File: config.mk
export PLATFORM = sky130hd
export DESIGN_NAME = mux3_rr_arbiter
export DESIGN_NICKNAME = d
export VERILOG_FILES = /design/src/rtl/mux3_rr_arbiter.sv
export SDC_FILE = /design/constraint.sdc
export NUM_CORES = 1
export LEC_CHECK = 0
export ABC_AREA = 1
export CAP_MARGIN = 10
export CELL_PAD_IN_SITES_DETAIL_PLACEMENT = 1
export CELL_PAD_IN_SITES_GLOBAL_PLACEMENT = 1
export CORE_UTILIZATION = 24
export CTS_CLUSTER_DIAMETER = 200
export DETAILED_ROUTE_END_ITERATION = 16
export PLACE_DENSITY = 0.87
export SYNTH_ARGS = -nofsm -noshare
export SYNTH_HDL_FRONTEND = slang
export SYNTH_SLANG_ARGS = --single-unit
export TNS_END_PERCENT = 30
File: constraint.sdc
create_clock -name clk -period 1.2 [get_ports clk]
set_input_delay 0.24 -clock clk [delete_from_list [all_inputs] [get_ports clk]]
set_output_delay 0.24 -clock clk [all_outputs]
set_load 0.03 [all_outputs]
File: src/rtl/mux3_rr_arbiter.sv
// mux3_rr_arbiter: three-requester round-robin arbiter in front of one
// registered output channel. Multi-beat bursts (closed by *_last) are kept
// atomic by locking the grant to the burst owner. The select code tells an
// external three-input mux which source the registered beat came from.
module mux3_rr_arbiter #(
    parameter int WIDTH = 8
) (
    input  logic             clk,
    input  logic             rst_n,
    input  logic             a_valid,
    input  logic [WIDTH-1:0] a_data,
    input  logic             a_last,
    output logic             a_ready,
    input  logic             b_valid,
    input  logic [WIDTH-1:0] b_data,
    input  logic             b_last,
    output logic             b_ready,
    input  logic             c_valid,
    input  logic [WIDTH-1:0] c_data,
    input  logic             c_last,
    output logic             c_ready,
    output logic             out_valid,
    output logic [WIDTH-1:0] out_data,
    output logic             out_last,
    input  logic             out_ready,
    output logic [1:0]       select
);

    localparam logic [1:0] SEL_A = 2'b00;
    localparam logic [1:0] SEL_B = 2'b01;
    localparam logic [1:0] SEL_C = 2'b10;

    // Output register and arbitration state.
    logic             out_valid_r;
    logic [WIDTH-1:0] out_data_r;
    logic             out_last_r;
    logic [1:0]       select_r;
    logic [1:0]       ptr_r;      // last requester accepted
    logic             lock_r;     // a burst is in progress
    logic [1:0]       owner_r;    // owner of the burst in progress

    logic [2:0]       vld_s;      // indexed by select code
    logic [2:0]       pick_s;     // {found, code}
    logic             load_en_s;
    logic             gnt_vld_s;
    logic [1:0]       gnt_s;
    logic [WIDTH-1:0] gnt_data_s;
    logic             gnt_last_s;

    // Returns {found, code} for the first valid requester in the given order.
    function automatic logic [2:0] rr_pick(
        input logic [1:0] first,
        input logic [1:0] second,
        input logic [1:0] third,
        input logic [2:0] vld
    );
        logic [2:0] res;
        if (vld[first]) begin
            res = {1'b1, first};
        end else if (vld[second]) begin
            res = {1'b1, second};
        end else if (vld[third]) begin
            res = {1'b1, third};
        end else begin
            res = 3'b000;
        end
        return res;
    endfunction

    assign vld_s     = {c_valid, b_valid, a_valid};
    assign load_en_s = !out_valid_r | out_ready;
    assign gnt_vld_s = pick_s[2];
    assign gnt_s     = pick_s[1:0];

    // Grant selection: locked owner only during a burst, else round-robin after ptr_r.
    always_comb begin
        pick_s = 3'b000;
        if (lock_r) begin
            if (vld_s[owner_r]) begin
                pick_s = {1'b1, owner_r};
            end else begin
                pick_s = 3'b000;
            end
        end else begin
            case (ptr_r)
                SEL_A:   pick_s = rr_pick(SEL_B, SEL_C, SEL_A, vld_s);
                SEL_B:   pick_s = rr_pick(SEL_C, SEL_A, SEL_B, vld_s);
                default: pick_s = rr_pick(SEL_A, SEL_B, SEL_C, vld_s);
            endcase
        end
    end

    // Steer the granted requester's beat toward the output register.
    always_comb begin
        gnt_data_s = {WIDTH{1'b0}};
        gnt_last_s = 1'b0;
        case (gnt_s)
            SEL_A: begin
                gnt_data_s = a_data;
                gnt_last_s = a_last;
            end
            SEL_B: begin
                gnt_data_s = b_data;
                gnt_last_s = b_last;
            end
            default: begin
                gnt_data_s = c_data;
                gnt_last_s = c_last;
            end
        endcase
    end

    // A grant is only ever issued to a valid requester, so ready never rises without valid.
    assign a_ready = load_en_s & gnt_vld_s & (gnt_s == SEL_A);
    assign b_ready = load_en_s & gnt_vld_s & (gnt_s == SEL_B);
    assign c_ready = load_en_s & gnt_vld_s & (gnt_s == SEL_C);

    // Output register, round-robin pointer and burst lock; all move only when the register can load.
    always_ff @(posedge clk or negedge rst_n) begin
        if (!rst_n) begin
            out_valid_r <= 1'b0;
            out_data_r  <= {WIDTH{1'b0}};
            out_last_r  <= 1'b0;
            select_r    <= SEL_A;
            ptr_r       <= SEL_C;
            lock_r      <= 1'b0;
            owner_r     <= SEL_A;
        end else if (load_en_s) begin
            if (gnt_vld_s) begin
                out_valid_r <= 1'b1;
                out_data_r  <= gnt_data_s;
                out_last_r  <= gnt_last_s;
                select_r    <= gnt_s;
                ptr_r       <= gnt_s;
                lock_r      <= !gnt_last_s;
                owner_r     <= gnt_s;
            end else begin
                out_valid_r <= 1'b0;
            end
        end
    end

    assign out_valid = out_valid_r;
    assign out_data  = out_data_r;
    assign out_last  = out_last_r;
    assign select    = select_r;

endmodule

==> impl_metrics.json, run 1 <==
{
  "dpl.hpwl_um": 2690,
  "wl_met2_um": 2030,
  "startpoint_type": "register",
  "synthDistinctLibCells": 23,
  "hold_class": "input pin to async pin",
  "cp-end-kind": "output pin",
  "insertion_delay_ns": 0.25,
  "power.total_w": 0.00502,
  "async_reset_ff_frac": 1.00,
  "reg2reg_to": "out_data[3]",
  "fin_ws_ns": -0.543,
  "drv_cap": 0,
  "fill_cells": 476,
  "gp_congestion": 0.801,
  "setup_viol": 18,
  "tightest_slew_ns": 0.348,
  "r2r_start": "ptr_r[1]",
  "vdd_drop_max_mv": 1.01,
  "cts_hold_buf": 0,
  "setup_tns_ns": -5.76,
  "grt_use_total": 0.184,
  "ios": 48,
  "p_per_area_nw_per_um2": 2600,
  "die_h_um": 65.4,
  "status": "complete, but fails checks",
  "cts_tree": "done",
  "ys_top_cells_by_count": "nand2_1, nor2_1, inv_1",
  "drive_gt1_frac": 0.445,
  "ys_seq_elements": 14,
  "yosysMostFrequentCell": "nand2_1",
  "antenna_found_initial": 0,
  "cts_root_buf": "clkbuf_8",
  "max_freq_mhz": 574,
  "yosysWarnings": 0,
  "diodes": 0,
  "cp_max_fo": 3,
  "vias": 1224,
  "grt_pass1_vias": 1253,
  "p_leak_nw": 0.932,
  "yosysTopAreaCell": "dfrtp_1",
  "rsz0062_at_grt": "true",
  "clkTransAtPathRegs_ns": 0.06,
  "synth_ff_type": "dfrtp_1",
  "wl_met3_um": 196,
  "initial_core_util": 0.256,
  "dieArea_um2": 4280,
  "wl_met1_um": 1580,
  "relSlewSlack": 0.767,
  "fin_skew_ns": 0.00267,
  "hold_violations": 0,
  "htreeDepth": 1,
  "cts_buffers": 3,
  "syn_nets": 173,
  "clockBufferDepth": 2,
  "setup.worst_path.class": "register to output pin",
  "multi_input_area_um2": 634,
  "grt_max_degree": 9,
  "synth_area_leaders": "dfrtp_1, nand2_1, nor2_1",
  "die_x_um": 65.4,
  "postSynthCellCount": 140,
  "cts.sinks": 14,
  "core_area_um2": 3770,
  "globalRouteOverflowTotal": 0,
  "drt_iter0_drc": 29,
  "reg2reg_depth": 12,
  "seq_area_um2": 355,
  "crit_required_ns": 0.96,
  "post_drt_wl_per_cell_um": 14.4,
  "area_growth_pct": 100,
  "first_pass_iters": 4,
  "avgSynthCellArea_um2": 6.90,
  "fin_crit_ns": 1.74,
  "rrSetupSlack_ns": -0.44,
  "ant_nets": 0,
  "synth_seq_area_share": 0.364,
  "grt_pass1_wl_um": 5890,
  "routed.top_layer": "met4",
  "worstPathArrival_ns": 1.50,
  "num_rows": 22,
  "fin_crit_sh": 1.45,
  "portBuffers": 47,
  "nets": 254,
  "violations": "setup timing",
  "viasPerCell": 4.57,
  "synth_edf_count": 0,
  "slew_viol_final": 0,
  "syn_area_um2": 966,
  "synth_top_area_frac": 0.337,
  "wl_um": 3870,
  "drc": 0
}
[layout make-up]
type	instances	area share
Timing Repair Buffer	79	0.380
Multi-Input combinational cell	103	0.328
Sequential cell	14	0.184
Inverter	20	0.0479
Tap cell	48	0.0311
Clock buffer	4	0.0285
[power breakdown]
group	internal (W)	total, W	leakage [nW]	switching, W
Sequential	0.000736	0.000950	0.159	0.000215
Clock	0.000291	0.000478	0.0288	0.000186
Combinational	0.00159	0.00359	0.744	0.00201
Total	0.00261	0.00502	0.932	0.00241
[placed cells by master (no fill, tap or decap), types with 8 or more instances in the layout]
master | Yosys | routed
buf_4 | 1 | 32
clkdlybuf4s50_1 | 0 | 29
nand2_1 | 41 | 28
nor2_1 | 27 | 22
buf_6 | 0 | 14
inv_1 | 17 | 13
nand2_2 | 2 | 12
dfrtp_1 | 13 | 10
nand3_1 | 10 | 8
[sequential cells by signal, indices dropped and copies added, names as in the netlist]
name	flops
owner_r	1
out_valid	1
out_data	8
ptr_r	2
lock_r	1
out_last	1
[layer usage]
metal	track usage	vias up
met5	0	-
met4	0.0462	0
met3	0.0330	9
met2	0.343	40
met1	0.212	587
li1	-	588
[timing repair]
action | CTS | global route
pin swaps | 7 | 9
endpoints found under the hold margin | 0 | 0
setup endpoints to repair | 17 | 18
buffers inserted | 10 | 2
resized for setup | 27 | 24
gates cloned | 0 | 0
[how the worst max path moves through the flow]
stage	from	endpoint	slack (ns)	cells past startpoint
finish	ptr_r[1]	a_ready	-0.54	7
global placement	c_valid	b_ready	-0.63	10
floorplan	ptr_r[1]	a_ready	-0.20	4
global route	ptr_r[0]	a_ready	-0.60	7
detailed placement	c_valid	out_data[1]	-0.65	11
CTS	ptr_r[0]	a_ready	-0.50	7
[kinds of logic (layout without fill, tap and decap cells)]
logic type | Yosys count | in the layout | share of synthesized area
buffers and inverters | 23 | 103 | 0.117
AOI/OAI and AO/OA | 11 | 11 | 0.0751
and+or+nand+nor | 92 | 92 | 0.444
DFF | 14 | 14 | 0.364
[per-stage QoR]
stage | area, um^2 | hold WS [ns] | setup slack (ns) | std cells | utilization
floorplan | 1020 | -0.0556 | -0.201 | 140 | -
global placement | 1660 | 0.496 | -0.630 | 254 | 0.439
detailed placement | 1660 | 0.505 | -0.653 | 254 | 0.439
CTS | 1840 | 0.256 | -0.498 | 267 | 0.487
finish | 1930 | 0.254 | -0.543 | 268 | 0.512
global route | 1930 | 0.284 | -0.598 | 268 | 0.512
[worst max-delay path, stage by stage, from the launching register on]
cell     delay (ns)
dfstp_2        0.55
inv_2          0.06
nand2_2        0.06
nand2_2        0.06
a21oi_2        0.19
nand2_2        0.10
nor2_4         0.09
buf_6          0.13
(Power assumes the default switching activity.)
==> run 2, diff against run 1 <==
GPL_ROUTABILITY_DRIVEN = 0   (was default)
SKIP_LAST_GASP = 1   (was default)
==> impl_metrics.json, run 2 (synthesis results as in run 1) <==
{
  "worst-path-buf-inv": 6,
  "viasPerCell": 4.58,
  "gr-usage-met1": 0.210,
  "clockBufferDepth": 2,
  "htreeDepth": 1,
  "multi_input_area_um2": 653,
  "num_rows": 22,
  "diodes": 0,
  "hold_class": "input pin to async pin",
  "gr-usage-met3": 0.0330,
  "utilization": 0.522,
  "seq_area_um2": 355,
  "cp_common_cell": "buf_4",
  "fin_crit_sh": 1.46,
  "dpl.hpwl_um": 2690,
  "max_stage_delay_ns": 0.55,
  "placed_area_um2": 1660,
  "setup_viol": 18,
  "post_drt_wl_per_cell_um": 15.5,
  "final_area_um2": 1970,
  "core_area_um2": 3770,
  "drv_cap": 0,
  "cp_max_fo": 3,
  "slew_viol_final": 0,
  "cts_hold_buf": 0,
  "nets": 257,
  "drt_iter0_drc": 33,
  "max_freq_mhz": 570,
  "vias": 1241,
  "layout_common_cells": "buf_4, nand2_1, clkdlybuf4s50_1",
  "insertion_delay_ns": 0.25,
  "fin_crit_ns": 1.75,
  "drc": 0,
  "dpl_worst_slack_ns": -0.653,
  "relSlewSlack": 0.758,
  "cts_buffers": 3,
  "cp-end-kind": "register",
  "setup_tns_ns": -6.24,
  "die_h_um": 65.4,
  "grt_pass1_wl_um": 5850,
  "worstPathArrival_ns": 1.90,
  "cts.sinks": 14,
  "largest_reg_flops": 8,
  "status": "complete, but fails checks",
  "drive_gt1_frac": 0.457,
  "critical-path-slowest-cell": "dfstp_2",
  "hold_violations": 0,
  "clkTransAtPathRegs_ns": 0.06,
  "tightest_slew_ns": 0.362,
  "fin_ws_ns": -0.555,
  "vdd_drop_max_mv": 1.05,
  "startpoint_type": "register",
  "die_x_um": 65.4,
  "wl_um": 4190,
  "ios": 48,
  "cts_root_buf": "clkbuf_8",
  "grt_max_degree": 9,
  "area_growth_pct": 104,
  "antenna_found_initial": 0,
  "violations": "setup timing",
  "p_leak_nw": 0.951,
  "globalRouteOverflowTotal": 0,
  "dieArea_um2": 4280,
  "ant_nets": 0,
  "rsz0062_at_grt": "true",
  "portBuffers": 47,
  "top_usage_layer": "met2",
  "power.total_w": 0.00519,
  "grt_use_total": 0.183,
  "crit_family": "buffers and inverters",
  "path_cells": "inv_2 > nand2_2 > nand2_2 > nand2_4 > a21oi_4 > buf_4 > buf_6 > buf_4 > buf_4 > nand3_1 > nand3_1 > nand2_1 > inv_1",
  "crit_required_ns": 1.35,
  "p_per_area_nw_per_um2": 2640,
  "layout_commonest_cell": "buf_4",
  "cts_tree": "done",
  "setup.worst_path.class": "register to register",
  "fin_skew_ns": 0.00174,
  "grt_util_met2": 0.343,
  "fill_cells": 461,
  "grt_pass1_vias": 1258,
  "first_pass_iters": 4,
  "initial_core_util": 0.256
}
run 2: cell count changes in the layout (fill, tap and decap cells not counted), sizes merged:
cell and delta:
buf +3
run 2: path summary, 6_finish.rpt:
path | from | end | slack [ns] | cells past startpoint
min reg2reg | out_data[0] | out_data[0] | 0.51 | 2
max | ptr_r[1] | out_data[3] | -0.55 | 13
min in group clk | out_data[0] | out_data[0] | 0.51 | 2
max in group asynchronous | rst_n | lock_r | 0.52 | 2
max reg2reg | ptr_r[1] | out_data[3] | -0.55 | 13
min | rst_n | out_valid | 0.26 | 1
run 2: final cells by class:
type / count / share of cell area
sequential: 14 / 0.181
clock buffer: 4 / 0.0280
inverter: 20 / 0.0483
multi-input combinational: 103 / 0.332
tap: 48 / 0.0305
timing repair buffer: 82 / 0.381
run 2: power by group:
part	total, W	switching, W	internal, W
registers	0.000960	0.000224	0.000736
clock network	0.000470	0.000179	0.000291
logic	0.00376	0.00210	0.00165
run 2: repair_timing:
item / in CTS / in global routing
setup endpoints to repair: 17 / 18
pin swaps: 6 / 13
cloned: 0 / 0
resized for setup: 21 / 32
buffers inserted: 10 / 5
run 2: per-layer routing:
layer	wire, um	share of wire
met1	1690	0.40
met2	2280	0.54
met3	165	0.039
met4	53	0.013
met5	0	0
run 2: metrics by stage:
step | cells | hold WS (ns)
after floorplan | 140 | -0.0556
after global placement | 254 | 0.496
after detailed placement | 254 | 0.505
after CTS | 267 | 0.256
after global routing | 271 | 0.293
final | 271 | 0.264
==> run 3, diff against run 2 <==
ABC_AREA = default   (was 1)
CORE_UTILIZATION = 26   (was 24)
PLACE_DENSITY = 0.89   (was 0.87)
SLEW_MARGIN = 25   (was default)
clock period = 1.66 ns   (was 1.2 ns; I/O delays follow)
==> impl_metrics.json, run 3 <==
{
  "status": "complete, but fails checks",
  "violations": "setup timing",
  "cts_root_buf": "clkbuf_4",
  "synth_area_leaders": "dfrtp_1, a21oi_2, a22oi_1",
  "yosysTopAreaCell": "dfrtp_1",
  "async_reset_ff_frac": 1.00,
  "cts_tree": "done",
  "die_x_um": 58.8,
  "relSlewSlack": 0.764,
  "synth-simple-area-share": 0.164,
  "drt_iter0_drc": 38,
  "synth_compound_area_frac": 0.358,
  "viasPerCell": 5.14,
  "htreeDepth": 1,
  "grt_max_degree": 15,
  "startpoint_type": "register",
  "ios": 48,
  "layout_commonest_cell": "clkdlybuf4s50_1",
  "p_per_area_nw_per_um2": 1930,
  "fin_crit_ns": 2.12,
  "synthDistinctLibCells": 30,
  "reg2reg_depth": 9,
  "crit_required_ns": 1.33,
  "grt_pass1_wl_um": 6340,
  "postSynthCellCount": 88,
  "fin_crit_sh": 1.28,
  "hold_violations": 0,
  "initial_core_util": 0.275,
  "rsz0062_at_grt": "true",
  "synth-adder-area-share": 0,
  "cts_hold_buf": 0,
  "syn_area_um2": 838,
  "final_area_um2": 1890,
  "setup_viol": 26,
  "fin_skew_ns": 0.00343,
  "antenna_found_initial": 0,
  "synth_edf_count": 0,
  "setup.worst_path.class": "register to output pin",
  "post_drt_wl_per_cell_um": 20.8,
  "fin_ws_ns": -0.461,
  "synth_top_area_frac": 0.388,
  "ant_nets": 0,
  "wl_um": 4530,
  "diodes": 0,
  "syn_nets": 121,
  "num_rows": 20,
  "synth_ff_type": "dfrtp_1",
  "vdd_drop_max_mv": 0.750,
  "synth.mux.area_fraction": 0,
  "grt_use_total": 0.261,
  "cts_buffers": 3,
  "die_h_um": 58.8,
  "globalRouteOverflowTotal": 0,
  "utilization": 0.620,
  "tightest_slew_ns": 0.354,
  "dpl.hpwl_um": 2640,
  "largest_reg_flops": 8,
  "slew_viol_final": 0,
  "synth-xor-area-share": 0,
  "insertion_delay_ns": 0.31,
  "area_growth_pct": 126,
  "drc": 0,
  "p_leak_nw": 0.762,
  "worstPathArrival_ns": 1.79,
  "clkTransAtPathRegs_ns": 0.10,
  "first_pass_iters": 4,
  "hold_class": "input pin to async pin",
  "ys_seq_elements": 14,
  "cts.sinks": 14,
  "cp_max_fo": 7,
  "synth_seq_area_share": 0.419,
  "yosysWarnings": 0,
  "placed_area_um2": 1550,
  "layout_common_cells": "clkdlybuf4s50_1, buf_4, buf_6",
  "max_freq_mhz": 472,
  "dieArea_um2": 3460,
  "nets": 208,
  "core_area_um2": 3050,
  "vias": 1121,
  "cp-end-kind": "output pin",
  "drive_gt1_frac": 0.494,
  "clockBufferDepth": 2,
  "portBuffers": 47,
  "ys_top_cells_by_count": "dfrtp_1, nor2_1, a31oi_1",
  "grt_pass1_vias": 1243,
  "drv_cap": 0,
  "synth_top_family_by_area": "compound AO/OA/AOI/OAI gates",
  "yosysMostFrequentCell": "dfrtp_1",
  "avgSynthCellArea_um2": 9.53,
  "fill_cells": 338
}
[run 3: cell count changes after synthesis, sizes merged, moves of 4 or more]
cell and change:
nand2 -42, inv -19, nor2 -17, nand3 -12, a31oi +9, a21oi +8
a22oi +8, o21ai -4
[run 3: final timing paths]
kind	from	end	slack, ns
worst max-delay path	owner_r[1]	b_ready	-0.46
worst min-delay path	rst_n	out_last	0.33
worst max register to register	lock_r	out_data[7]	-0.21
worst min register to register	out_data[5]	out_data[5]	0.55
max in group asynchronous	rst_n	ptr_r[1]	1.08
min in group clk	out_data[5]	out_data[5]	0.55
[run 3: final cells by class]
type	count	area (um^2)	area share
Multi-Input combinational cell	67	632	0.334
Timing Repair Buffer	88	812	0.429
Sequential cell	14	355	0.188
Clock buffer	4	36.3	0.0192
Tap cell	44	55.1	0.0291
Inverter	1	3.75	0.00198
[run 3: repair_timing]
item / in CTS / in global routing
gates resized for setup: 36 / 13
cloned: 0 / 0
pin swaps: 8 / 9
setup buffers: 9 / 6
setup endpoints to repair: 25 / 28
endpoints found under the hold margin: 0 / 0
[run 3: cell families (layout without fill, tap and decap cells)]
kind of cell | Yosys count | in the layout
DFF | 14 | 14
and+or+nand+nor | 28 | 28
buffers and inverters | 7 | 93
AOI/OAI and AO/OA | 39 | 39
[run 3: critical path: stages, from the launching register on]
cell and delay, ns:
dfrtp_2 0.47, o32a_1 0.44, o221ai_2 0.22, buf_4 0.17
nor2_4 0.04, buf_6 0.13
[run 3: report_power, final]
| part | switching (W) | internal [W] | leakage [nW] | total [W] |
|---|---|---|---|---|
| Combinational | 0.00138 | 0.00129 | 0.586 | 0.00267 |
| Clock | 0.000146 | 0.000134 | 0.0210 | 0.000281 |
| Sequential | 0.000175 | 0.000528 | 0.155 | 0.000703 |
[run 3: per-stage QoR]
stage,hold slack (ns),power [W],instances,TNS [ns],worst slack (ns)
after global routing,0.357,0.00382,218,-4.48,-0.511
after detailed placement,0.507,0.00271,201,-6.72,-0.562
after CTS,0.360,0.00335,214,-1.79,-0.403
after global placement,0.500,0.00260,201,-5.48,-0.470
after floorplan,0.0364,0.00180,88,-0.0263,-0.0185
final,0.334,0.00366,218,-3.23,-0.461
[run 3: metal layers]
metal / routed length, um / GRT usage / up-vias / share of wire
met5: 0 / 0 / - / 0
met4: 159 / 0.129 / 0 / 0.035
met3: 135 / 0.0198 / 11 / 0.030
met2: 2440 / 0.500 / 36 / 0.54
met1: 1790 / 0.286 / 569 / 0.40
li1: - / - / 505 / -
==> RTL change 1: new RTL, flow settings as in run 1 <==
Change the parameter `WIDTH` from 8 to 12.
--- a/src/rtl/mux3_rr_arbiter.sv
+++ b/src/rtl/mux3_rr_arbiter.sv
@@ -3,7 +3,7 @@
 // atomic by locking the grant to the burst owner. The select code tells an
 // external three-input mux which source the registered beat came from.
 module mux3_rr_arbiter #(
-    parameter int WIDTH = 8
+    parameter int WIDTH = 12
 ) (
     input  logic             clk,
     input  logic             rst_n,
Interface: changed (resized a_data, b_data, c_data and out_data); port bits go from 48 to 64. No check against the original RTL was run, so the function may have changed too.
==> RTL change 1 against run 1 <==
The flow still finishes with violations (negative setup slack). Sequential cell count grew 4. Worst hold slack better by 0.072 ns. Clock power increased by 4.6%. Total power up 30%. Final cell count is 31% higher. Design area is 25% higher. Setup slack worse by 0.039 ns. Wire length grew 19%. Combinational power increased by 35%. Synthesized area grew 29%.
==> RTL change 1: results (changes against run 1) <==
Setup path
  – Worst reg2reg path endpoint: out_last (was out_data[3])
  – Worst r2r src: ptr_r[0] (was ptr_r[1])
  – Worst Setup EP: c_ready (was a_ready)
  – Worst reg-to-reg setup slack: -0.54 ns (was -0.44 ns)
  – Worst Path Arrival: 1.54 ns (was 1.50 ns)
  – Reg2Reg Depth: 11 (was 12)

Placed design
  – Pre-CTS setup slack: -0.686 ns (was -0.653 ns)
  – DP Area: 2140 sq um (was 1660 sq um)
  – # port buffers: 63 (was 47)
  – Final RePlAce weighted congestion: 0.867 (was 0.801)

Detailed routing
  – Vias: 1516 (was 1224)
  – Final WL: 4.60 mm (was 3.87 mm)
  – TritonRoute pass-1 iters: 3 (was 4)
  – Initial DRC count: 16 (was 29)

Synthesis
  – Synth cell count leaders: nand2_1 (49), nor2_1 (42), inv_1 (22), dfrtp_1 (17), nand3_1 (10) (was nand2_1 (41), nor2_1 (27), inv_1 (17), dfrtp_1 (13), nand3_1 (10))
  – Net Count, Synth: 225 (was 173)
  – Seq/Total Area, Yosys: 0.363 (was 0.364)

STA
  – Final worst slack: -0.583 ns (was -0.543 ns)
  – Worst Skew: 0.00146 ns (was 0.00267 ns)
  – Slew headroom: 0.838 (was 0.767)
  – Final setup fails: 23 (was 18)
  – Setup TNS: -8.66 ns (was -5.76 ns)

Finish
  – Final net count: 329 (was 254)
  – Layout cell share with drive strength beyond 1: 0.396 (was 0.445)
  – Largest register FFs: 12 (was 8)

Global route
  – First-pass GRT wire length: 7.16 mm (was 5.89 mm)
  – All-Layer GR Usage: 0.174 (was 0.184)

Status
  – Status: finished, violations left (unchanged)
  – Failing checks: negative setup slack (unchanged)
-- RTL change 1: changes by cell type in the layout (fill, tap and decap cells not counted), sizes merged, moves of 4 or more --
cell / run 1 / this run
nor2: 30 / 46
nand2: 45 / 54
clkdlybuf4s50: 29 / 41
nand3: 13 / 17
inv: 20 / 25
dfrtp: 13 / 17
buf: 47 / 60
-- RTL change 1: how the worst min path moves through the flow --
| stage | start | endpoint | slack (ns) | cells after the start |
|---|---|---|---|---|
| after floorplan | rst_n | lock_r | -0.06 | 0 |
| after global placement | out_data[11] | out_data[11] | 0.49 | 2 |
| after detailed placement | out_data[4] | out_data[4] | 0.51 | 2 |
| after CTS | rst_n | out_valid | 0.33 | 2 |
| after global routing | rst_n | out_valid | 0.33 | 2 |
| final | rst_n | out_valid | 0.33 | 2 |
-- RTL change 1: power breakdown --
part / internal [mW] / switching [mW]
combinational: 2.20 / 2.64
clock: 0.291 / 0.208
sequential: 0.949 / 0.260
-- RTL change 1: metrics by stage --
step	total power [mW]	std cells
after global routing	7.04	350
after detailed placement	5.29	335
after CTS	6.34	347
after floorplan	3.65	180
final	6.54	350
after global placement	5.15	335
-- RTL change 1: metal layers --
metal,vias to the layer above,track usage,share of wire
met5,-,0,0
met4,0,0.0491,0.016
met3,8,0.0325,0.038
met2,46,0.329,0.55
met1,711,0.198,0.39
li1,751,-,-
-- RTL change 1: cell families after synthesis --
group / after synthesis
AND/OR/NAND/NOR: 123
buffers and inverters: 31
flip-flops: 18
AO/OA/AOI/OAI: 8
-- RTL change 1: timing repair --
| item | CTS | global route |
|---|---|---|
| gates cloned | 0 | 0 |
| setup buffers | 8 | 3 |
| pin swaps | 14 | 6 |
| endpoints found under the setup margin | 23 | 23 |
| hold endpoints to repair | 0 | 0 |
| resized for setup | 33 | 13 |
-- RTL change 1: layout make-up --
type / instances / area, sq um
clock buffers: 4 / 55.1
flip-flops and latches: 18 / 455
repair buffers: 104 / 952
multi-input cells: 131 / 747
fillers: 602 / 2440
well taps: 67 / 83.8
inverters: 26 / 118
-- RTL change 1: worst max-delay path: cells and delay by family (launching register included) --
kind          cells  cell delay (ns)
simple gates      5             0.43
buf+inv           3             0.28
flops             1             0.57
==> RTL change 2: new RTL, settings of run 1 <==
Without the edit above. Make the reset (`rst_n`) synchronous in one clocked block.
--- a/src/rtl/mux3_rr_arbiter.sv
+++ b/src/rtl/mux3_rr_arbiter.sv
@@ -116,7 +116,7 @@
     assign c_ready = load_en_s & gnt_vld_s & (gnt_s == SEL_C);
 
     // Output register, round-robin pointer and burst lock; all move only when the register can load.
-    always_ff @(posedge clk or negedge rst_n) begin
+    always_ff @(posedge clk) begin
         if (!rst_n) begin
             out_valid_r <= 1'b0;
             out_data_r  <= {WIDTH{1'b0}};
Formal check against the unedited RTL: differs if rst_n is asserted again (counterexample within 4 cycles, from zero or initial values and one cycle with rst_n low); with rst_n held inactive, the same outputs for 10 cycles.
==> RTL change 2 against run 1 <==
The run still ends with negative setup slack left. Setup slack got worse by 0.019 ns. Design area fell by 3.0%. Wire length rose by 16%. Sequential cell count did not move. Global-route usage rose by 5.9 points. Synthesized area fell by 13%. Sequential share of layout area fell by 2.8 points. Critical endpoint is now b_ready.
Power is not compared: it rests on default switching activity, and its combinational part moved more than twofold at a synthesized area within 25%.
==> RTL change 2: results (changes against run 1) <==
STA
  – Final setup fails: 17 (was 18)
  – Worst-Margin Slew: 0.517 ns (was 0.348 ns)
  – WHS: 0.531 ns (was 0.254 ns)
  – Final worst slack: -0.562 ns (was -0.543 ns)
  – Worst Skew: 0.00112 ns (was 0.00267 ns)

Clocking
  – Htree depth: 1 (unchanged)
  – Total CTS buffers: 3 (unchanged)
  – CTS root buf: clkbuf_4 (was clkbuf_8)
  – Register clock-pin slew on the reported worst setup and hold paths: 0.09 ns (was 0.06 ns)
  – CTS Buffer Depth: 2 (unchanged)
  – Clk_lat worst skew: 0.29 ns (was 0.25 ns)

Synthesis
  – Seq/Total Area, Yosys: 0.333 (was 0.364)
  – Yosys warns: 0 (unchanged)
  – Post-synth top flop: dfxtp_1 (was dfrtp_1)
  – Area contributors post-synth: dfxtp_1 (33%), nand2_1 (19%), nor2_1 (8.5%) (was dfrtp_1 (34%), nand2_1 (16%), nor2_1 (10%))
  – Netlist cell types: 21 (was 23)
  – Synth async-reset ratio: 0 (was 1.00)
  – Synth cell count leaders: nand2_1 (43), nor2_1 (19), dfxtp_1 (14), inv_1 (9), nand3_1 (9) (was nand2_1 (41), nor2_1 (27), inv_1 (17), dfrtp_1 (13), nand3_1 (10))
  – Syn Area/Cell: 6.42 sq um (was 6.90 sq um)
  – Net Count, Synth: 164 (was 173)

Setup path
  – Worst-path fanout max: 5 (was 3)
  – Worst reg-to-reg setup slack: -0.47 ns (was -0.44 ns)
  – Crit-path slowest cell: dfxtp_4 (was dfstp_2)
  – Crit-path max cell delay: 0.38 ns (was 0.55 ns)
  – Worst Path Arrival: 1.52 ns (was 1.50 ns)

Worst hold path
  – Worst hold path class: reg -> reg (was in -> async)

Status
  – Failing checks: negative setup slack (unchanged)
  – Status: finished, violations left (unchanged)

Power
  – VDD IR max: between 600 and 700 uV
  – Lkg Pwr: slightly below 0.9 nW
  – Psw: 1.15 mW

Finish
  – ANT cells: 0 (unchanged)
  – Fill count: 437 (was 476)
  – Layout cell share with drive strength beyond 1: 0.447 (was 0.445)
  – Final Non-Filler Cells: 265 (was 268)

Placed design
  – DP Area: 1540 sq um (was 1660 sq um)
  – Detailed-placement wirelength estimate: 2.83 mm (was 2.69 mm)
  – # port buffers: 47 (unchanged)
  – Placed cell count: 245 (was 254)
  – Final RePlAce weighted congestion: 0.856 (was 0.801)

Global route
  – Largest net degree at the start of global routing: 9 (unchanged)
  – Vias in the first global route: 1317 (was 1253)
  – All-Layer GR Usage: 0.243 (was 0.184)
  – Initial antenna violation count: 0 (unchanged)
  – First-pass GRT wire length: 6.40 mm (was 5.89 mm)

Detailed routing
  – Via/cell ratio: 4.83 (was 4.57)
  – Drt wl/cell: 17.0 um (was 14.4 um)
  – Initial DRC count: 46 (was 29)
  – TritonRoute pass-1 iters: 4 (unchanged)
## RTL change 2: worst paths after layout
path / cells past startpoint / end / from
hold reg to reg: 2 / out_data[5] / out_data[5]
setup reg to reg: 12 / out_data[4] / lock_r
hold / removal: 2 / out_data[5] / out_data[5]
setup / recovery: 7 / b_ready / ptr_r[0]
## RTL change 2: area by class of cell
type                            instances  area (sq um)  share of cell area
Inverter                               11          53.8              0.0287
Timing Repair Buffer                   88           827               0.441
Tap cell                               46          57.6              0.0307
Clock buffer                            4          36.3              0.0194
Multi-Input combinational cell        102           607               0.324
Sequential cell                        14           293               0.156
## RTL change 2: per-layer routing
metal | vias up | track usage | wire (um)
met5 | - | 0 | 0
met4 | 0 | 0.101 | 131
met3 | 14 | 0.0294 | 172
met2 | 43 | 0.439 | 2340
met1 | 622 | 0.289 | 1850
li1 | 600 | - | -
## RTL change 2: kinds of logic (layout without fill, tap and decap cells)
family | after synthesis | count (layout) | synth area share
AND/OR/NAND/NOR | 85 | 85 | 0.460
buffers and inverters | 15 | 103 | 0.0923
flip-flops | 14 | 14 | 0.333
AO/OA/AOI/OAI | 17 | 17 | 0.115
## RTL change 2: critical path, delay by kind of cell (launching register included)
family,cells,cell delay (ns)
flip-flops,1,0.38
AND/OR/NAND/NOR,4,0.46
buffers and inverters,3,0.38
## RTL change 2: power by group through the flow
stage | Clock, mW | Sequential, mW | Combinational (mW)
after floorplan | 0 | 0.765 | 0.556
after global placement | 0 | 0.632 | 1.23
after detailed placement | 0 | 0.637 | 1.29
after CTS | 0.362 | 0.633 | 1.59
after global routing | 0.389 | 0.652 | 1.83
final | 0.365 | 0.642 | 1.73
## RTL change 2: timing repair
| action | in CTS | in global routing |
|---|---|---|
| resized for setup | 37 | 17 |
| setup buffers | 12 | 5 |
| pin swaps | 10 | 9 |
| endpoints found under the setup margin | 17 | 18 |
## RTL change 2: metrics by stage
step	TNS (ns)	setup slack, ns	power, mW
2_1_floorplan	-1.39	-0.303	1.32
3_3_place_gp	-10.49	-0.694	1.86
4_1_cts	-5.75	-0.488	2.58
3_5_place_dp	-13.07	-0.874	1.92
5_1_grt	-7.86	-0.626	2.87
6_report	-6.61	-0.562	2.74
